## config.mk

```make
export PLATFORM = sky130hd
export DESIGN_NAME = morse_playback_ctrl
export DESIGN_NICKNAME = d
export VERILOG_FILES = /design/src/rtl/morse_playback_ctrl.sv
export SDC_FILE = /design/constraint.sdc
export NUM_CORES = 1
export LEC_CHECK = 0
export ABC_AREA = 1
export CAP_MARGIN = 20
export CORE_AREA = 2 2 101 103
export DETAILED_ROUTE_END_ITERATION = 10
export DIE_AREA = 0 0 103 105
export DONT_BUFFER_PORTS = 1
export SYNTH_ARGS = -nofsm -noshare
export SYNTH_HDL_FRONTEND = slang
export SYNTH_SLANG_ARGS = --single-unit
export TNS_END_PERCENT = 50
```

## constraint.sdc

```tcl
create_clock -name clk -period 4.25 [get_ports clk]
set_input_delay 0.6375 -clock clk [delete_from_list [all_inputs] [get_ports clk]]
set_output_delay 0.6375 -clock clk [all_outputs]
set_load 0.02 [all_outputs]
```

## src/rtl/morse_playback_ctrl.sv

```systemverilog
// Morse playback sequencer: snapshots the storage word on an Enter rising edge
// and replays each letter on the buzzer with standard dot/dash/gap timing.
module morse_playback_ctrl #(
    parameter int UNIT_CYCLES = 4,
    parameter int NUM_SEQS    = 3,
    parameter int SEQ_W       = 10
) (
    input  logic                      clk,
    input  logic                      Reset,
    input  logic                      Enter,
    input  logic                      Clear,
    input  logic [NUM_SEQS*SEQ_W-1:0] store_seqs,
    input  logic                      storageSent,
    output logic                      buzzer,
    output logic                      dot_active,
    output logic                      dash_active,
    output logic                      busy,
    output logic                      done,
    output logic [1:0]                cur_seq
);

    localparam int NUM_SLOTS = SEQ_W / 2;
    localparam int CNT_W     = $clog2(3 * UNIT_CYCLES);
    localparam int SLOT_W    = (NUM_SLOTS > 2) ? $clog2(NUM_SLOTS) : 1;
    localparam int WORD_W    = NUM_SEQS * SEQ_W;

    localparam logic [CNT_W-1:0] UNIT_CNT   = CNT_W'(UNIT_CYCLES - 1);
    localparam logic [CNT_W-1:0] TRIPLE_CNT = CNT_W'(3 * UNIT_CYCLES - 1);

    typedef enum logic [2:0] {
        S_IDLE,
        S_LOAD,
        S_TONE,
        S_GAP,
        S_LGAP,
        S_DONE
    } state_t;

    state_t              state, state_nx;
    logic [CNT_W-1:0]    cnt, cnt_nx;
    logic [1:0]          letter, letter_nx;
    logic [SLOT_W-1:0]   slot, slot_nx;
    logic [WORD_W-1:0]   shadow;
    logic                enter_q;
    logic                rise;
    logic                snap;
    logic [1:0]          cur_sym, nxt_slot_sym, nxt_letter_sym;

    // Out-of-range letter/slot reads as end-of-letter so lookahead never indexes past the word.
    function automatic logic [1:0] sym_at(input logic [WORD_W-1:0] w, input int l, input int s);
        sym_at = 2'b00;
        if (l < NUM_SEQS && s < NUM_SLOTS)
            sym_at = w[(NUM_SEQS-1-l)*SEQ_W + SEQ_W-1-2*s -: 2];
    endfunction

    function automatic logic is_sym(input logic [1:0] v);
        is_sym = (v == 2'b01) || (v == 2'b10);
    endfunction

    function automatic logic [CNT_W-1:0] tone_cnt(input logic [1:0] v);
        tone_cnt = (v == 2'b10) ? TRIPLE_CNT : UNIT_CNT;
    endfunction

    assign rise           = Enter & ~enter_q;
    assign cur_sym        = sym_at(shadow, int'(letter), int'(slot));
    assign nxt_slot_sym   = sym_at(shadow, int'(letter), int'(slot) + 1);
    assign nxt_letter_sym = sym_at(shadow, int'(letter) + 1, 0);

    always_ff @(posedge clk or posedge Reset) begin
        if (Reset) state <= S_IDLE;
        else       state <= state_nx;
    end

    always_comb begin
        state_nx  = state;
        cnt_nx    = cnt;
        letter_nx = letter;
        slot_nx   = slot;
        snap      = 1'b0;
        if (Clear) begin
            state_nx  = S_IDLE;
            cnt_nx    = '0;
            letter_nx = '0;
            slot_nx   = '0;
        end else begin
            case (state)
                S_IDLE: begin
                    letter_nx = '0;
                    slot_nx   = '0;
                    cnt_nx    = '0;
                    if (rise && storageSent && is_sym(store_seqs[WORD_W-1 -: 2])) begin
                        state_nx = S_LOAD;
                        snap     = 1'b1;
                    end
                end
                // Shadow was captured on the way in; first tone length comes from it.
                S_LOAD: begin
                    state_nx  = S_TONE;
                    letter_nx = '0;
                    slot_nx   = '0;
                    cnt_nx    = tone_cnt(sym_at(shadow, 0, 0));
                end
                S_TONE: begin
                    if (cnt != '0) begin
                        cnt_nx = cnt - CNT_W'(1);
                    end else if (int'(slot) < NUM_SLOTS - 1 && is_sym(nxt_slot_sym)) begin
                        state_nx = S_GAP;
                        cnt_nx   = UNIT_CNT;
                    end else if (int'(letter) < NUM_SEQS - 1 && is_sym(nxt_letter_sym)) begin
                        state_nx = S_LGAP;
                        cnt_nx   = TRIPLE_CNT;
                    end else begin
                        state_nx = S_DONE;
                        cnt_nx   = '0;
                    end
                end
                S_GAP: begin
                    if (cnt != '0) begin
                        cnt_nx = cnt - CNT_W'(1);
                    end else begin
                        state_nx = S_TONE;
                        slot_nx  = slot + SLOT_W'(1);
                        cnt_nx   = tone_cnt(nxt_slot_sym);
                    end
                end
                S_LGAP: begin
                    if (cnt != '0) begin
                        cnt_nx = cnt - CNT_W'(1);
                    end else begin
                        state_nx  = S_TONE;
                        letter_nx = letter + 2'd1;
                        slot_nx   = '0;
                        cnt_nx    = tone_cnt(nxt_letter_sym);
                    end
                end
                S_DONE: begin
                    state_nx  = S_IDLE;
                    letter_nx = '0;
                    slot_nx   = '0;
                end
                default: begin
                    state_nx  = S_IDLE;
                    cnt_nx    = '0;
                    letter_nx = '0;
                    slot_nx   = '0;
                end
            endcase
        end
    end

    always_ff @(posedge clk or posedge Reset) begin
        if (Reset) begin
            cnt     <= '0;
            letter  <= '0;
            slot    <= '0;
            enter_q <= 1'b0;
            shadow  <= '0;
        end else begin
            cnt     <= cnt_nx;
            letter  <= letter_nx;
            slot    <= slot_nx;
            enter_q <= Enter;
            if (snap) shadow <= store_seqs;
        end
    end

    always_comb begin
        buzzer      = (state == S_TONE);
        dot_active  = (state == S_TONE) && (cur_sym == 2'b01);
        dash_active = (state == S_TONE) && (cur_sym == 2'b10);
        busy        = (state != S_IDLE);
        done        = (state == S_DONE);
        cur_seq     = letter;
    end

endmodule

```

==> results of run 1 <==
==> synth_stat cells (5+ instances only) <==
cell type and number:
inv_1 63, buf_2 7, o21ai_1 7, nand2_1 162, a21oi_1 24, o21ai_0 46, buf_6 5, nand3_1 49
ha_1 17, nand4_1 9, nor2_1 28, nor2_2 6, dfrtp_1 43
==> sequential cells by signal, summed over array words and instances, names as in the netlist <==
signal / flops
slot: 3
cnt: 4
shadow: 30
enter_q: 1
state: 3
cur_seq: 2
==> cell type report <==
type	instances	area share, %
multi-input combinational	375	54.0
sequential	43	30.4
inverter	68	7.28
tap	133	4.70
clock buffer	6	2.05
timing repair buffer	6	1.27
clock inverter	2	0.353
==> per-layer routing <==
layer	up-vias	wire length (µm)	track usage, %
li1	1601	-	-
met1	1474	4150	25.2
met2	88	4170	27.6
met3	10	291	1.40
met4	0	163	4.79
met5	-	0	0
==> where the power goes <==
group	switching (W)	total [W]	internal, W
registers	0.000131	0.000701	0.000570
logic	0.000643	0.000982	0.000339
clock network	0.000145	0.000260	0.000115
total	0.000918	0.00194	0.00102
==> path summary, 6_finish.rpt <==
check,startpoint,to,slack [ns],cells past startpoint
setup / recovery,cur_seq[1],dot_active,0.31,12
setup reg to reg,cur_seq[1],cnt[3],0.45,23
hold reg to reg,cnt[3],cnt[3],0.52,2
max in group asynchronous,Reset,shadow[3],3.52,2
hold / removal,Reset,cnt[2],0.35,2
min in group clk,Enter,enter_q,0.36,0
==> cells by family after synthesis <==
kind of cell,Yosys count,share of synthesized area [%]
AOI/OAI and AO/OA,84,13.2
xor gates and xnor gates,5,1.31
adders and majority gates,19,7.55
buffers and inverters,84,10.9
DFF,43,32.1
and+or+nand+nor,267,34.9
==> through the flow <==
stage	power, W	util [%]
2_1_floorplan	0.00141	-
3_3_place_gp	0.00167	35.8
3_5_place_dp	0.00168	35.8
4_1_cts	0.00195	36.7
5_1_grt	0.00213	36.7
6_report	0.00194	36.7
==> critical path, cell delays in order (launching register included) <==
cell and delay [ns]:
dfrtp_1 0.55, ha_1 0.41, inv_1 0.19, fa_1 0.48
inv_1 0.07, nand2_1 0.13, nand2_1 0.24, inv_1 0.14
nand2_1 0.09, nand3_1 0.07, nand3_1 0.12, nand3_1 0.08
nor2_1 0.43
==> flow_summary.toml, run 1 <==
[outcome]
status = "finished, final reports clean"

[power_and_ir_drop]
p_per_area_mw_per_mm2 = 549
ir_worst_vdd_mv = 0.248
leakagePower_nw = 1.75

[synthesis]
synth_top_area_share_pct = 32.1
syn-cell-area_mm2 = 0.00335
synth_top_area_cell = "dfrtp_1"
synth_ff_type = "dfrtp_1"
ys_ff_latch = 43
postSynthCellCount = 502
ys_warn_count = 0
synth-edff-count = 0
post_synth.cell_area_avg_um2 = 6.67
syn_nets = 556
synth_cell_type_count = 35
ys_seq_area_share_pct = 32.1
yosys-top-cells-area = "dfrtp_1 (32%), nand2_1 (18%), nand3_1 (7.3%)"
synthArstFlopShare_pct = 100

[global_routing]
grt_max_degree = 53
grt.total_usage_pct = 17.4
first_global_vias = 3070
grt_antenna_before_repair = 0
grt-ovfl-total = 0
grt_pass1_wl_um = 15000

[finish]
regArea_mm2 = 0.00108
finalNonFillerCells = 633
multi_input_area_mm2 = 0.00191
design_area_mm2 = 0.00354
fin_nets = 553
layout-drive-gt1-share_pct = 7.00
synthToLayoutAreaGrowth_pct = 5.75
final_common_cell = "nand2_1"
final_cell_mix = "nand2_1 (162), inv_1 (62), nand3_1 (49)"
diodes = 0
fillers = 1077

[detailed_routing]
wirelength_um = 8770
ant_nets = 0
drt_iter0_markers = 220
drc = 0
vias = 3173
viasPerCell = 5.01
dr.pass1.iters = 4
drt-wirelength-per-cell_um = 13.9

[placed_design]
dp_hpwl_um = 6800
port_buffers = 0
pre_cts_slack_ns = 0.422
place_inst = 625
place_area_mm2 = 0.00345
gp_congestion = 0.917

[timing]
whs_ns = 0.350
tns_ns = 0
fmax_ghz = 0.254
setup_viol = 0
fin_skew_ns = 0.00341
slew_viol_final = 0
rsz0062_at_grt = "no"
relSlewSlack_pct = 63.3
layout_setup_ws_ns = 0.313
fin_crit_ns = 3.94
timing_hold_violations_final = 0
post-route-period-util_pct = 92.6
worst-slew-pin-transition_ns = 0.551

[die]
fp-row-count = 36
dieArea_mm2 = 0.0108
ios = 42
coreArea_mm2 = 0.00964
start_util_pct = 34.7
die_y_um = 105
die_width_um = 103

[clocking]
cts_tree = "built"
postCtsSetupBuffers = 0
post_cts_resized = 0
cts_max_level = 2
clock_path_buffers = 2
cts_made_buffers = 5
clkTransAtPathRegs_ns = 0.08
insertion_delay_ns = 0.30
root_buffer = "clkbuf_8"
ctsHoldBuffers = 0
clock_sinks = 43

[worst_setup_path]
cp-start-kind = "register"
critPathRequiredTime_ns = 3.61
crit_path_end_kind = "output port"
critPathKind = "reg -> out"
arrival_ns = 3.30
crit_fanout = 12

[hold_path]
min_path_type = "in -> async"

[job]
maxCapViolCount = 0
No activity file was read; power rests on OpenSTA's default activity.
==> run 2: changes to the inputs <==
PLACE_DENSITY_LB_ADDON = 0.08   (was not set)
SLEW_MARGIN = 20   (was not set)
==> flow_summary.toml, run 2 (synthesis gave the netlist of run 1 again) <==
[placed_design]
gp_congestion = 0.835
place_area_mm2 = 0.00346
port_buffers = 0
pre_cts_slack_ns = 0.508
dp_hpwl_um = 7180

[hold_path]
min_path_type = "in -> reg"
min-delay-start = "Enter"

[worst_setup_path]
crit_path_end_kind = "output port"
startpoint = "cur_seq[1]"
critPathRequiredTime_ns = 3.61
critPathKind = "reg -> out"
r2r_slack_ns = 0.50
r2r_start = "cur_seq[1]"
cp-start-kind = "register"
crit_fanout = 8
arrival_ns = 3.24

[global_routing]
grt-ovfl-total = 0
use_met2_pct = 26.2
use_met1_pct = 27.8
first_global_vias = 2970
grt.busiest_layer = "met1"
grt_pass1_wl_um = 15400
met3_usage_pct = 2.47
grt_antenna_before_repair = 0
grt_max_degree = 53
grt.total_usage_pct = 18.0

[detailed_routing]
wirelength_um = 9350
vias = 3131
drc = 0
drt_iter0_markers = 170
ant_nets = 0
drt-wirelength-per-cell_um = 14.7
dr.pass1.iters = 5
viasPerCell = 4.94

[die]
die_width_um = 103
start_util_pct = 34.7
fp-row-count = 36
ios = 42
dieArea_mm2 = 0.0108
die_y_um = 105
coreArea_mm2 = 0.00964

[clocking]
cts_made_buffers = 5
cts_tree = "built"
post_cts_resized = 0
clock_sinks = 43
insertion_delay_ns = 0.31
root_buffer = "clkbuf_8"
clock_path_buffers = 2
clkTransAtPathRegs_ns = 0.08
cts_max_level = 2
ctsHoldBuffers = 0
postCtsSetupBuffers = 0

[finish]
multi_input_area_mm2 = 0.00191
diodes = 0
regArea_mm2 = 0.00108
layout-drive-gt1-share_pct = 7.19
synthToLayoutAreaGrowth_pct = 5.90
largest_reg_flops = 30
fillers = 1114
final_cell_mix = "nand2_1 (162), inv_1 (62), nand3_1 (49)"
largestRegisters = "shadow (30), cnt (4)"
top_register = "shadow"
design_area_mm2 = 0.00355
fin_nets = 554
final_common_cell = "nand2_1"

[timing]
fin_skew_ns = 0.0156
timing_hold_violations_final = 0
fmax_ghz = 0.258
slew_viol_final = 0
setup_viol = 0
fin_crit_ns = 3.88
layout_setup_ws_ns = 0.369
rsz0062_at_grt = "no"
tns_ns = 0
post-route-period-util_pct = 91.3
relSlewSlack_pct = 38.2
worst-slew-pin-transition_ns = 0.926

[outcome]
status = "finished, final reports clean"

[power_and_ir_drop]
power_w = 0.00193
ir_worst_vdd_mv = 0.193
p_per_area_mw_per_mm2 = 545
leakagePower_nw = 1.76

[job]
maxCapViolCount = 0
==> run 2: final timing paths <==
kind | end | cells after the start
min in group asynchronous | enter_q | 1
setup / recovery | dot_active | 14
setup reg to reg | cnt[3] | 23
hold / removal | enter_q | 0
max in group asynchronous | shadow[15] | 1
hold reg to reg | shadow[23] | 2
==> run 2: critical path, cell delays in order (launching register included) <==
cell     delay [ns]
dfrtp_1        0.62
inv_1          0.15
ha_1           0.26
inv_1          0.21
ha_1           0.32
nand2_1        0.18
nand2_1        0.23
inv_1          0.23
nand2_1        0.08
nand3_1        0.10
nand3_1        0.10
nand3_1        0.08
nand2_1        0.05
nor2_1         0.16
buf_4          0.17
==> run 2: final cells by class <==
class / instances / area share [%]
inverters: 68 / 7.27
multi-input cells: 375 / 53.8
repair buffers: 7 / 1.48
clock buffers: 6 / 2.05
clock inverters: 2 / 0.353
well taps: 133 / 4.69
flip-flops and latches: 43 / 30.3
==> run 2: power by group <==
group	switching, W	internal (W)
Sequential	0.000131	0.000570
Combinational	0.000633	0.000335
Clock	0.000150	0.000115
==> run 2: through the flow <==
step / utilization (%) / instances / hold slack, ns
after detailed placement: 35.9 / 626 / 0.509
after CTS: 36.8 / 634 / 0.353
after floorplan: - / 502 / 0.466
final: 36.8 / 634 / 0.367
after global routing: 36.8 / 634 / 0.346
after global placement: 35.9 / 626 / 0.498
==> run 2: layer usage <==
layer  part of all wire (%)  wire, µm
met4                    1.3       120
met5                      0         0
met3                    4.5       424
met1                     50      4670
met2                     44      4140
==> run 3: changes to the inputs <==
HOLD_SLACK_MARGIN = 0.06   (was not set)
==> results of run 3 <==
Same layout as run 2: the final DEF is identical, and so are final timing and power.
